## config.mk

```make
export PLATFORM = sky130hd
export DESIGN_NAME = uart_tx_fifo
export DESIGN_NICKNAME = d
export VERILOG_FILES = /design/src/rtl/uart_tx_fifo.sv
export SDC_FILE = /design/constraint.sdc
export NUM_CORES = 1
export LEC_CHECK = 0
export BUFFER_PORTS_ARGS = -buffer_cell sky130_fd_sc_hd__buf_4
export CAP_MARGIN = 20
export CORE_ASPECT_RATIO = 1.4
export CORE_UTILIZATION = 50
export DETAILED_ROUTE_END_ITERATION = 8
export GPL_TIMING_DRIVEN = 1
export PLACE_DENSITY = 0.74
export SYNTH_ARGS = -nofsm -noshare
export SYNTH_HDL_FRONTEND = slang
export SYNTH_SLANG_ARGS = --single-unit
```

## constraint.sdc

```tcl
create_clock -name clk -period 4.7 [get_ports clk]
set_input_delay 0.235 -clock clk [delete_from_list [all_inputs] [get_ports clk]]
set_output_delay 0.235 -clock clk [all_outputs]
set_load 0.03 [all_outputs]
```

## src/rtl/uart_tx_fifo.sv

```systemverilog
// UART 8N1 transmitter fed by a small byte FIFO.
// A byte written into an empty FIFO while idle starts its start bit on the very next edge.
module uart_tx_fifo #(
  parameter int CLKS_PER_BIT = 217,
  parameter int FIFO_DEPTH   = 4
) (
  input  logic                          clk,
  input  logic                          rst_n,
  input  logic [7:0]                    wr_data,
  input  logic                          wr_valid,
  output logic                          wr_ready,
  output logic                          txd,
  output logic                          busy,
  output logic [$clog2(FIFO_DEPTH):0]   fifo_count
);

  localparam int PW = $clog2(FIFO_DEPTH);
  localparam int CW = PW + 1;
  localparam logic [CW-1:0] DEPTH_C    = CW'(FIFO_DEPTH);
  localparam logic [11:0]   BIT_RELOAD = 12'(CLKS_PER_BIT - 1);

  localparam logic [1:0] IDLE  = 2'd0;
  localparam logic [1:0] START = 2'd1;
  localparam logic [1:0] DATA  = 2'd2;
  localparam logic [1:0] STOP  = 2'd3;

  logic [7:0]    mem [FIFO_DEPTH];
  logic [PW-1:0] rd_ptr;
  logic [PW-1:0] wr_ptr;
  logic [1:0]    state;
  logic [11:0]   bit_cnt;
  logic [2:0]    bit_idx;
  logic [7:0]    shift_reg;
  logic          push;
  logic          pop;
  logic          bit_done;

  // wr_ready looks only at the registered count, so a same-edge pop never frees a slot early
  assign wr_ready = fifo_count < DEPTH_C;
  assign push     = wr_valid && wr_ready;
  assign bit_done = bit_cnt == '0;
  assign pop      = (fifo_count != '0) && ((state == IDLE) || ((state == STOP) && bit_done));
  assign busy     = (state != IDLE) || (fifo_count != '0);

  always_ff @(posedge clk) begin
    if (push && rst_n) begin
      mem[wr_ptr] <= wr_data;
    end
  end

  always_ff @(posedge clk) begin
    if (!rst_n) begin
      rd_ptr     <= '0;
      wr_ptr     <= '0;
      fifo_count <= '0;
    end else begin
      if (push) begin
        wr_ptr <= wr_ptr + PW'(1);
      end
      if (pop) begin
        rd_ptr <= rd_ptr + PW'(1);
      end
      case ({push, pop})
        2'b10:   fifo_count <= fifo_count + CW'(1);
        2'b01:   fifo_count <= fifo_count - CW'(1);
        default: fifo_count <= fifo_count;
      endcase
    end
  end

  // The bit counter only decrements while non-zero; zero marks the last cycle of each bit
  always_ff @(posedge clk) begin
    if (!rst_n) begin
      state     <= IDLE;
      txd       <= 1'b1;
      bit_cnt   <= '0;
      bit_idx   <= '0;
      shift_reg <= '0;
    end else begin
      case (state)
        IDLE: begin
          if (pop) begin
            state     <= START;
            txd       <= 1'b0;
            bit_cnt   <= BIT_RELOAD;
            shift_reg <= mem[rd_ptr];
          end
        end
        START: begin
          if (bit_done) begin
            state     <= DATA;
            txd       <= shift_reg[0];
            shift_reg <= shift_reg >> 1;
            bit_idx   <= '0;
            bit_cnt   <= BIT_RELOAD;
          end else begin
            bit_cnt <= bit_cnt - 12'd1;
          end
        end
        DATA: begin
          if (bit_done) begin
            bit_cnt <= BIT_RELOAD;
            if (bit_idx == 3'd7) begin
              state <= STOP;
              txd   <= 1'b1;
            end else begin
              txd       <= shift_reg[0];
              shift_reg <= shift_reg >> 1;
              bit_idx   <= bit_idx + 3'd1;
            end
          end else begin
            bit_cnt <= bit_cnt - 12'd1;
          end
        end
        STOP: begin
          if (bit_done) begin
            if (pop) begin
              state     <= START;
              txd       <= 1'b0;
              bit_cnt   <= BIT_RELOAD;
              shift_reg <= mem[rd_ptr];
            end else begin
              state <= IDLE;
            end
          end else begin
            bit_cnt <= bit_cnt - 12'd1;
          end
        end
        default: state <= IDLE;
      endcase
    end
  end

endmodule

```

# Yosys cells after proc, flatten, opt, wreduce, memory -nomap -nowiden
# Memory sizes are Yosys's and may differ from the RTL's. A register that Yosys moved wholly into a read port is not among the register bits.
# Index checks and enable logic that the tools add are counted.
[word_totals]
out_inout_bits = 6
memories = 1
wordCells = 77
reg_bits = 33
mem_bits_rw = 32
inputBits = 11
[op_classes]
n_eq_ne = 12
n_mux = 32
addsub = 6
n_lt_le_gt_ge = 1
n_reduce_logical = 17
[memory_table]
columns = ["memory", "words", "width", "read_ports", "rd_clocked_by_memory_dff", "write_ports", "line", "source"]
rows = [
  ["mem", 4, 8, 1, 1, 1, "27", "logic [7:0] mem [FIFO_DEPTH];"],
]
[op_table]
columns = ["op", "count"]
rows = [
  ["$mux 8", 5],
  ["$mux 12", 3],
  ["$pmux 12 s3", 1],
  ["$pmux 8 s4", 1],
  ["$mux 2", 7],
  ["$logic_not 12->1", 1],
  ["$ne 2x2->1 const B", 6],
  ["$pmux 3 s2", 2],
  ["$sub 12x1->12 const B", 1],
  ["$mux 3", 3],
  ["$mux 1", 8],
  ["$pmux 2 s4", 1],
  ["$reduce_and 4->1", 2],
  ["$add 3x1->3 const B", 2],
  ["$eq 2x2->1 const B", 3],
  ["$reduce_bool 2->1", 3],
  ["$reduce_and 5->1", 1],
  ["$add 2x1->2 const B", 2],
  ["$eq 2x1->1 const B", 2],
  ["$logic_and 1x1->1", 4],
  ["$pmux 1 s4", 1],
  ["$eq 3x3->1 const B", 1],
  ["$lt 3x3->1 const B", 1],
  ["$reduce_and 3->1", 1],
  ["5 further kinds", 6],
]

# Longest topological paths before layout
# Gate-level depths: netlist (run 1).
[depth]
depth_word = 7
mapped_depth = 12
mapped_depth_nobuf = 11

# Worst setup path after synthesis (run 1)
# OpenSTA, ideal clock, no wires.
[synth_timing]
path_kind = "register to register"
startpoint = "register bit_cnt[0]"
endpoint = "register fifo_count[2]"
n_path_buf = 1
path_stages_with_launch = 13
setup_slack_ps = 1934
arrival_ps = 2695
period_less_slack_ps = 2766
t_required_ps = 4629
setup_time_ps = 71
cell_sequence = "dfxtp_1 inv_1 ha_1 nor4b_1 nand4b_1 clkbuf_1 nand2_1 ha_1 inv_1 fa_1 xor2_1 or3_1 a21oi_1"
[synth_via]
elab_chain_cells = 6
word_cells_on_any_way = 8
cone_classes = "eq/ne: 2; mux: 1; reduce/logical: 5"
[synth_rtl]
columns = ["element", "line", "source"]
rows = [
  ["start, declared", "31", "logic [11:0] bit_cnt;"],
  ["start signal, assigned", "97", "bit_cnt <= bit_cnt - 12'd1;"],
  ["start signal, assigned", "112", "bit_cnt <= bit_cnt - 12'd1;"],
  ["start signal, assigned", "126", "bit_cnt <= bit_cnt - 12'd1;"],
  ["$logic_not 12->1 *", "41", "assign bit_done = bit_cnt == '0;"],
  ["$logic_and 1x1->1 *", "42", "assign pop = (fifo_count != '0) && ((state == IDLE) || ((state == STOP) && bit_done));"],
  ["$logic_or 1x1->1 *", "42", ""],
  ["$logic_and 1x1->1 *", "42", ""],
  ["via pop", "35", "logic pop;"],
  ["$eq 2x1->1 / $eq 2x2->1 (equally long branches)", "63", "case ({push, pop})"],
  ["$pmux 3 s2 / $reduce_bool 2->1 (equally long branches)", "-", ""],
  ["end signal, assigned", "64", "2'b10: fifo_count <= fifo_count + CW'(1);"],
  ["end signal, assigned", "65", "2'b01: fifo_count <= fifo_count - CW'(1);"],
  ["end signal, assigned", "66", "default: fifo_count <= fifo_count;"],
  ["end, declared", "14", "output logic [$clog2(FIFO_DEPTH):0] fifo_count"],
]
# The timed path passes the listed nets; every way through them passes the cells marked *.
# A chain may end at the register's enable or synchronous reset.

# Final worst setup path (run 1)
# Ends and elaborated chain as after synthesis.

==> flow_metrics.env, run 1 <==
export IMPL_crit_end="fifo_count[2]$_SDFFE_PN0P_"
export IMPL_crit_path_end_kind="register"
export IMPL_reg2reg_slack_ns=1.40
export IMPL_grt_ovfl_total=0
export IMPL_start_util_pct=52.40
export IMPL_layout_drive_gt1_share_pct=18.09
export IMPL_core_um2=6296
export IMPL_routed_top_layer="met4"
export IMPL_vias=2255
export IMPL_wl_met2_um=3243
export IMPL_synthFlopType="dfxtp_1"
export IMPL_hold_violations=0
export IMPL_cp_arrival_ns=3.57
export IMPL_nets=324
export IMPL_final_seq_area_um2=1662
export IMPL_yosys_warnings=0
export IMPL_cts_buffer_depth=2
export IMPL_syn_inst=290
export IMPL_grt_pass1_wl_um=10050
export IMPL_slew_headroom_pct=29.80
export IMPL_die_w_um=70.66
export IMPL_crit_start="bit_cnt[0]$_SDFF_PN0_"
export IMPL_period_needed_ns=3.295
export IMPL_multiInputGateArea_um2=1486
export IMPL_synth_area_per_cell_um2=11.38
export IMPL_dr_pass1_iters=4
export IMPL_first_iter_violations=187
export IMPL_finalSetupTns_ns=0
export IMPL_worst_clock_skew_ns=0.004115
export IMPL_hpwl_um=4260
export IMPL_period_share_pct=70.11
export IMPL_post_cts_buffers=0
export IMPL_route_met3_wl_um=225
export IMPL_antenna_found_initial=0
export IMPL_power_uw=2387
export IMPL_yosysSeqAreaShare_pct=50.36
export IMPL_grt_use_total_pct=18.86
export IMPL_grt_max_degree=29
export IMPL_clock_latency_ns=0.34
export IMPL_outcome="completed"
export IMPL_gp_congestion=0.8358
export IMPL_r2r_cells=11
export IMPL_regToRegEndpoint="fifo_count[2]$_SDFFE_PN0P_"
export IMPL_row_count=34
export IMPL_root_buffer="clkbuf_8"
export IMPL_fill_cells=523
export IMPL_ys_async_sr_fraction_pct=0
export IMPL_cts_tree="done"
export IMPL_power_leakage_uw=0.001386
export IMPL_synth_edf_count=32
export IMPL_ys_seq_elements=67
export IMPL_clkSlewWorstSetupHoldPaths_ns=0.08
export IMPL_setup_viol=0
export IMPL_drc=0
export IMPL_cts_resized=0
export IMPL_hold_buffers=0
export IMPL_start_kind="register"
export IMPL_fmax_mhz=303.5
export IMPL_wl_met1_um=2526
export IMPL_drv_slew=0
export IMPL_drv_cap=0
export IMPL_whs_ns=0.09039
export IMPL_cp_max_fo=13
export IMPL_diodes=0
export IMPL_via_per_inst=5.997
export IMPL_place_area_um2=3415
export IMPL_min_path_type="primary input to register"
export IMPL_die_y_um=98.12
export IMPL_synth_cell_type_count=54
export IMPL_r2r_start="bit_cnt[0]$_SDFF_PN0_"
export IMPL_cts_buffers=9
export IMPL_die_area_um2=6932
export IMPL_vdd_drop_max_uv=387.9
export IMPL_wl_um=6063
export IMPL_cts_num_sinks=67
export IMPL_io_pins=17
export IMPL_design_area_um2=3638
export IMPL_cts_htree_levels=3
export IMPL_grt_pass1_vias=2162
export IMPL_utilization_pct=57.79
export IMPL_largest_register_ffs=32
export IMPL_crit_required_ns=4.97
export IMPL_tightestPinTransition_ns=1.045
export IMPL_area_growth_pct=10.28
export IMPL_drtAntennaViolNets=0
export IMPL_synth_area_um2=3299
export IMPL_rsz0062_at_grt="no"
export IMPL_io_buffers=16
export IMPL_synth_fp_nets=315
export IMPL_power_density_nw_per_um2=656.1
export IMPL_wire_per_inst_um=16.13
export IMPL_criticalPathCategory="register to register"
[cells in the mapped netlist, types with 2 or more instances]
| library cell | number | share of area (%) |
|---|---|---|
| dfxtp_1 | 35 | 21 |
| edfxtp_1 | 32 | 29 |
| nand2_1 | 24 | 2.7 |
| inv_1 | 14 | 1.6 |
| nor3_1 | 14 | 2.1 |
| ha_1 | 13 | 4.9 |
| nor2_1 | 13 | 1.5 |
| clkbuf_1 | 11 | 1.3 |
| a21oi_1 | 9 | 1.4 |
| mux2i_1 | 9 | 2.7 |
| nand4_1 | 9 | 1.7 |
| mux2_2 | 8 | 2.7 |
| mux4_2 | 8 | 5.5 |
| nand3_1 | 8 | 1.2 |
| nor4_1 | 7 | 1.3 |
| and3_1 | 5 | 0.95 |
| o21ai_0 | 5 | 0.76 |
| buf_2 | 4 | 0.61 |
| or3_1 | 4 | 0.76 |
| a22o_1 | 3 | 0.80 |
| and2_1 | 3 | 0.57 |
| buf_6 | 3 | 1.0 |
| nor2b_1 | 3 | 0.57 |
| o211a_1 | 3 | 0.91 |
| o211ai_1 | 3 | 0.68 |
| a21o_1 | 2 | 0.45 |
| a31oi_1 | 2 | 0.38 |
| nand2b_1 | 2 | 0.38 |
| nand3b_1 | 2 | 0.45 |
| nand4b_1 | 2 | 0.53 |
| nor4b_1 | 2 | 0.53 |
| o21a_1 | 2 | 0.45 |
| o311ai_0 | 2 | 0.53 |
| o31ai_1 | 2 | 0.45 |
| or4_1 | 2 | 0.45 |
| xor2_1 | 2 | 0.53 |
[final cells by class]
class | count | area share [%]
Clock inverter | 7 | 2.751
Inverter | 15 | 1.547
Timing Repair Buffer | 16 | 3.301
Clock buffer | 9 | 3.404
Multi-Input combinational cell | 190 | 40.85
Sequential cell | 67 | 45.67
Tap cell | 72 | 2.476
[logic make-up (layout without fill, tap and decap cells)]
group	count (synthesis)	count (layout)	synth area share, %
multiplexers	25	25	10.92
flip-flops	67	67	50.36
XOR/XNOR	3	3	0.7965
buffers and inverters	33	47	4.588
adder cells (fa/ha/maj)	14	14	5.537
AO/OA/AOI/OAI	43	43	10.43
AND/OR/NAND/NOR	105	105	17.37
[power by group]
| part | leakage, µW | internal, µW | switching (µW) |
|---|---|---|---|
| clock | 0.000102 | 301 | 234 |
| sequential | 0.000577 | 707 | 96.6 |
| combinational | 0.000707 | 452 | 597 |
[per-layer routing]
metal | vias up | GRT usage [%]
met5 | - | 0
li1 | 1109 | -
met2 | 55 | 33.31
met4 | 0 | 6.462
met3 | 7 | 4.644
met1 | 1084 | 22.27
[metrics by stage]
stage | setup slack (ns) | cells
after CTS | 1.418 | 376
after floorplan | 1.934 | 290
after detailed placement | 1.423 | 360
after global placement | 1.573 | 360
final | 1.405 | 376
after global routing | 1.114 | 376
[how the worst min path moves through the flow]
stage,from,end,cells past startpoint
6_report,wr_data[4],mem[0][4]$_DFFE_PP_,1
5_1_grt,wr_data[5],mem[0][5]$_DFFE_PP_,1
4_1_cts,wr_data[4],mem[0][4]$_DFFE_PP_,1
3_5_place_dp,wr_data[4],mem[2][4]$_DFFE_PP_,1
3_3_place_gp,wr_data[4],mem[2][4]$_DFFE_PP_,1
2_1_floorplan,wr_data[0],mem[0][0]$_DFFE_PP_,0
[worst max-delay path, cell delays in order, from the launching register on]
cell	delay, ns
dfxtp_1	0.34
inv_1	0.06
ha_1	0.24
nor4b_1	0.51
nand4b_1	0.59
nand2_1	0.23
ha_1	0.22
inv_1	0.06
fa_1	0.37
xor2_1	0.16
or3_1	0.31
a21oi_1	0.14
[layout by cell type, fill, tap and decap left out, drive strengths merged, types with 4 or more instances in the layout]
cell type   n
ha         13
buf        16
dfxtp      35
mux2        8
nand4       9
mux4        8
or3         4
mux2i       9
and3        5
edfxtp     32
a21oi       9
and2        4
nor2       13
nor3       14
o21ai       5
clkbuf      9
inv        16
nor4        7
nand3       8
nand2      24
Note: power is estimated with default switching activity, not from simulation.
==> inputs of run 2 (changes only) <==
ABC_AREA = 1   (was unset)
clock period = 3.3 ns   (was 4.7 ns; I/O delays follow)
==> flow_metrics.env, run 2 <==
export IMPL_drv_slew=0
export IMPL_outcome="completed"
export IMPL_clock_latency_ns=0.33
export IMPL_cts_htree_levels=3
export IMPL_row_count=34
export IMPL_cts_buffer_depth=2
export IMPL_grt_max_degree=23
export IMPL_grt_ovfl_total=0
export IMPL_final_common_cell="nand2_1"
export IMPL_synth_top_area_share_pct=28.65
export IMPL_synth_common_cells="nand2_1, nor2_1, dfxtp_1"
export IMPL_p_seq_share_pct=30.2
export IMPL_fmax_mhz=393.1
export IMPL_vias=2467
export IMPL_p_sw_uw=1660
export IMPL_core_um2=6339
export IMPL_synthFlopType="dfxtp_1"
export IMPL_tightestPinTransition_ns=0.8230
export IMPL_vdd_drop_max_uv=561.0
export IMPL_rsz0062_at_grt="no"
export IMPL_drc=0
export IMPL_synth_edf_count=32
export IMPL_synth_largest_area_cell="edfxtp_1"
export IMPL_wire_per_inst_um=13.42
export IMPL_r2r_start="bit_cnt[0]$_SDFF_PN0_"
export IMPL_first_iter_violations=197
export IMPL_yosys_warnings=0
export IMPL_ys_async_sr_fraction_pct=0
export IMPL_synth_area_um2=3354
export IMPL_nets=406
export IMPL_io_buffers=16
export IMPL_crit_path_end_kind="register"
export IMPL_power_density_nw_per_um2=1034
export IMPL_io_pins=17
export IMPL_yosysSeqAreaShare_pct=49.53
export IMPL_diodes=0
export IMPL_hold_buffers=0
export IMPL_criticalPathCategory="register to register"
export IMPL_utilization_pct=58.80
export IMPL_dr_pass1_iters=4
export IMPL_slew_headroom_pct=44.93
export IMPL_cp_max_fo=12
export IMPL_hpwl_um=4225
export IMPL_power_uw=3854
export IMPL_place_area_um2=3478
export IMPL_setup_viol=0
export IMPL_crit_required_ns=3.52
export IMPL_cts_tree="done"
export IMPL_crit_end="fifo_count[2]$_SDFFE_PN0P_"
export IMPL_design_area_um2=3727
export IMPL_hp_start="wr_data[5]"
export IMPL_post_cts_buffers=0
export IMPL_pwr_share_clk_pct=21.5
export IMPL_reg2reg_slack_ns=0.76
export IMPL_synth_cell_type_count=30
export IMPL_clkSlewWorstSetupHoldPaths_ns=0.07
export IMPL_drtAntennaViolNets=0
export IMPL_period_share_pct=77.10
export IMPL_r2r_cells=15
export IMPL_layout_drive_gt1_share_pct=18.65
export IMPL_period_needed_ns=2.544
export IMPL_grt_pass1_vias=2477
export IMPL_start_kind="register"
export IMPL_die_area_um2=7045
export IMPL_final_cells=458
export IMPL_start_util_pct=52.92
export IMPL_cts_buffers=9
export IMPL_hold_violations=0
export IMPL_syn_inst=365
export IMPL_synth_area_leaders="edfxtp_1, dfxtp_1, nand2_1, nor2_1, o21ai_0"
export IMPL_gp_congestion=0.9001
export IMPL_internal_power_uw=2195
export IMPL_cts_resized=0
export IMPL_die_y_um=98.92
export IMPL_dp_cells=442
export IMPL_finalSetupTns_ns=0
export IMPL_swShare_pct=43.06
export IMPL_largest_register_ffs=32
export IMPL_via_per_inst=5.386
export IMPL_cts_num_sinks=67
export IMPL_final_cell_mix="nand2_1, nor2_1, dfxtp_1"
export IMPL_antenna_found_initial=0
export IMPL_cp_arrival_ns=2.77
export IMPL_worst_clock_skew_ns=0.006811
export IMPL_regToRegEndpoint="fifo_count[2]$_SDFFE_PN0P_"
export IMPL_drv_cap=0
export IMPL_ys_seq_elements=67
export IMPL_wl_um=6148
export IMPL_synth_most_common_cell="nand2_1"
export IMPL_grt_use_total_pct=19.52
export IMPL_grt_pass1_wl_um=10630
export IMPL_synth_area_per_cell_um2=9.190
export IMPL_synth_fp_nets=390
export IMPL_power_leakage_uw=0.001540
export IMPL_area_growth_pct=11.12
export IMPL_root_buffer="clkbuf_8"
export IMPL_die_w_um=71.23
export IMPL_p_comb_share_pct=48.4
export IMPL_crit_start="bit_cnt[0]$_SDFF_PN0_"
export IMPL_min_path_type="primary input to register"
## run 2: power groups by stage
stage	registers (µW)	logic [µW]	clock network, µW
after CTS	1160	1870	848
after detailed placement	1180	1850	0
after floorplan	1170	1610	0
after global routing	1190	2090	884
final	1160	1860	827
after global placement	1170	1820	0
## run 2: layout make-up
| type | count | area [µm²] |
|---|---|---|
| inverter | 36 | 135.1 |
| clock inverter | 7 | 125.1 |
| multi-input combinational | 251 | 1471 |
| tap | 72 | 90.09 |
| sequential | 67 | 1662 |
| clock buffer | 9 | 123.9 |
| fill | 502 | 2611 |
| timing repair buffer | 16 | 120.1 |
## run 2: per-stage QoR
step | setup slack [ns] | hold slack, ns
floorplan | 1.016 | 0.2639
global placement | 0.8209 | 0.3647
detailed placement | 0.7634 | 0.3666
CTS | 0.7471 | 0.005589
global route | 0.3643 | 0.002089
finish | 0.7558 | 0.02447
## run 2: cells by family (layout without fill, tap and decap cells)
family,after synthesis,count (layout),synth area share (%)
simple gates,152,152,22.12
compound gates,71,71,12.38
flops,67,67,49.53
buf+inv,47,68,6.602
fa+ha+maj,14,14,5.446
xor+xnor,7,7,1.828
mux,7,7,2.089
## run 2: metal layers
| layer | share of wire [%] | vias to the layer above | track usage (%) |
|---|---|---|---|
| met2 | 54 | 68 | 34.65 |
| met3 | 4.3 | 14 | 4.908 |
| met5 | 0 | - | 0 |
| met1 | 39 | 1142 | 21.04 |
| met4 | 2.3 | 0 | 10.31 |
| li1 | - | 1243 | - |
## run 2: how the worst min path moves through the flow
stage,to,slack (ns),cells past startpoint
after floorplan,mem[0][0]$_DFFE_PP_,0.26,0
after global placement,mem[3][4]$_DFFE_PP_,0.36,1
after detailed placement,mem[3][5]$_DFFE_PP_,0.37,1
after CTS,mem[3][2]$_DFFE_PP_,0.006,1
after global routing,mem[1][5]$_DFFE_PP_,0.002,1
final,mem[3][5]$_DFFE_PP_,0.02,1
## run 2: critical path, stage by stage, from the launching register on
cell and delay (ns):
dfxtp_1 0.32, inv_1 0.08, ha_1 0.29, nand2_4 0.11
nor2_8 0.15, nand3_2 0.09, nand2_2 0.09, nand2_4 0.13
inv_2 0.12, ha_1 0.14, inv_1 0.06, fa_1 0.37
a21oi_1 0.15, o21ai_0 0.11, o21ai_0 0.16, a21oi_1 0.06
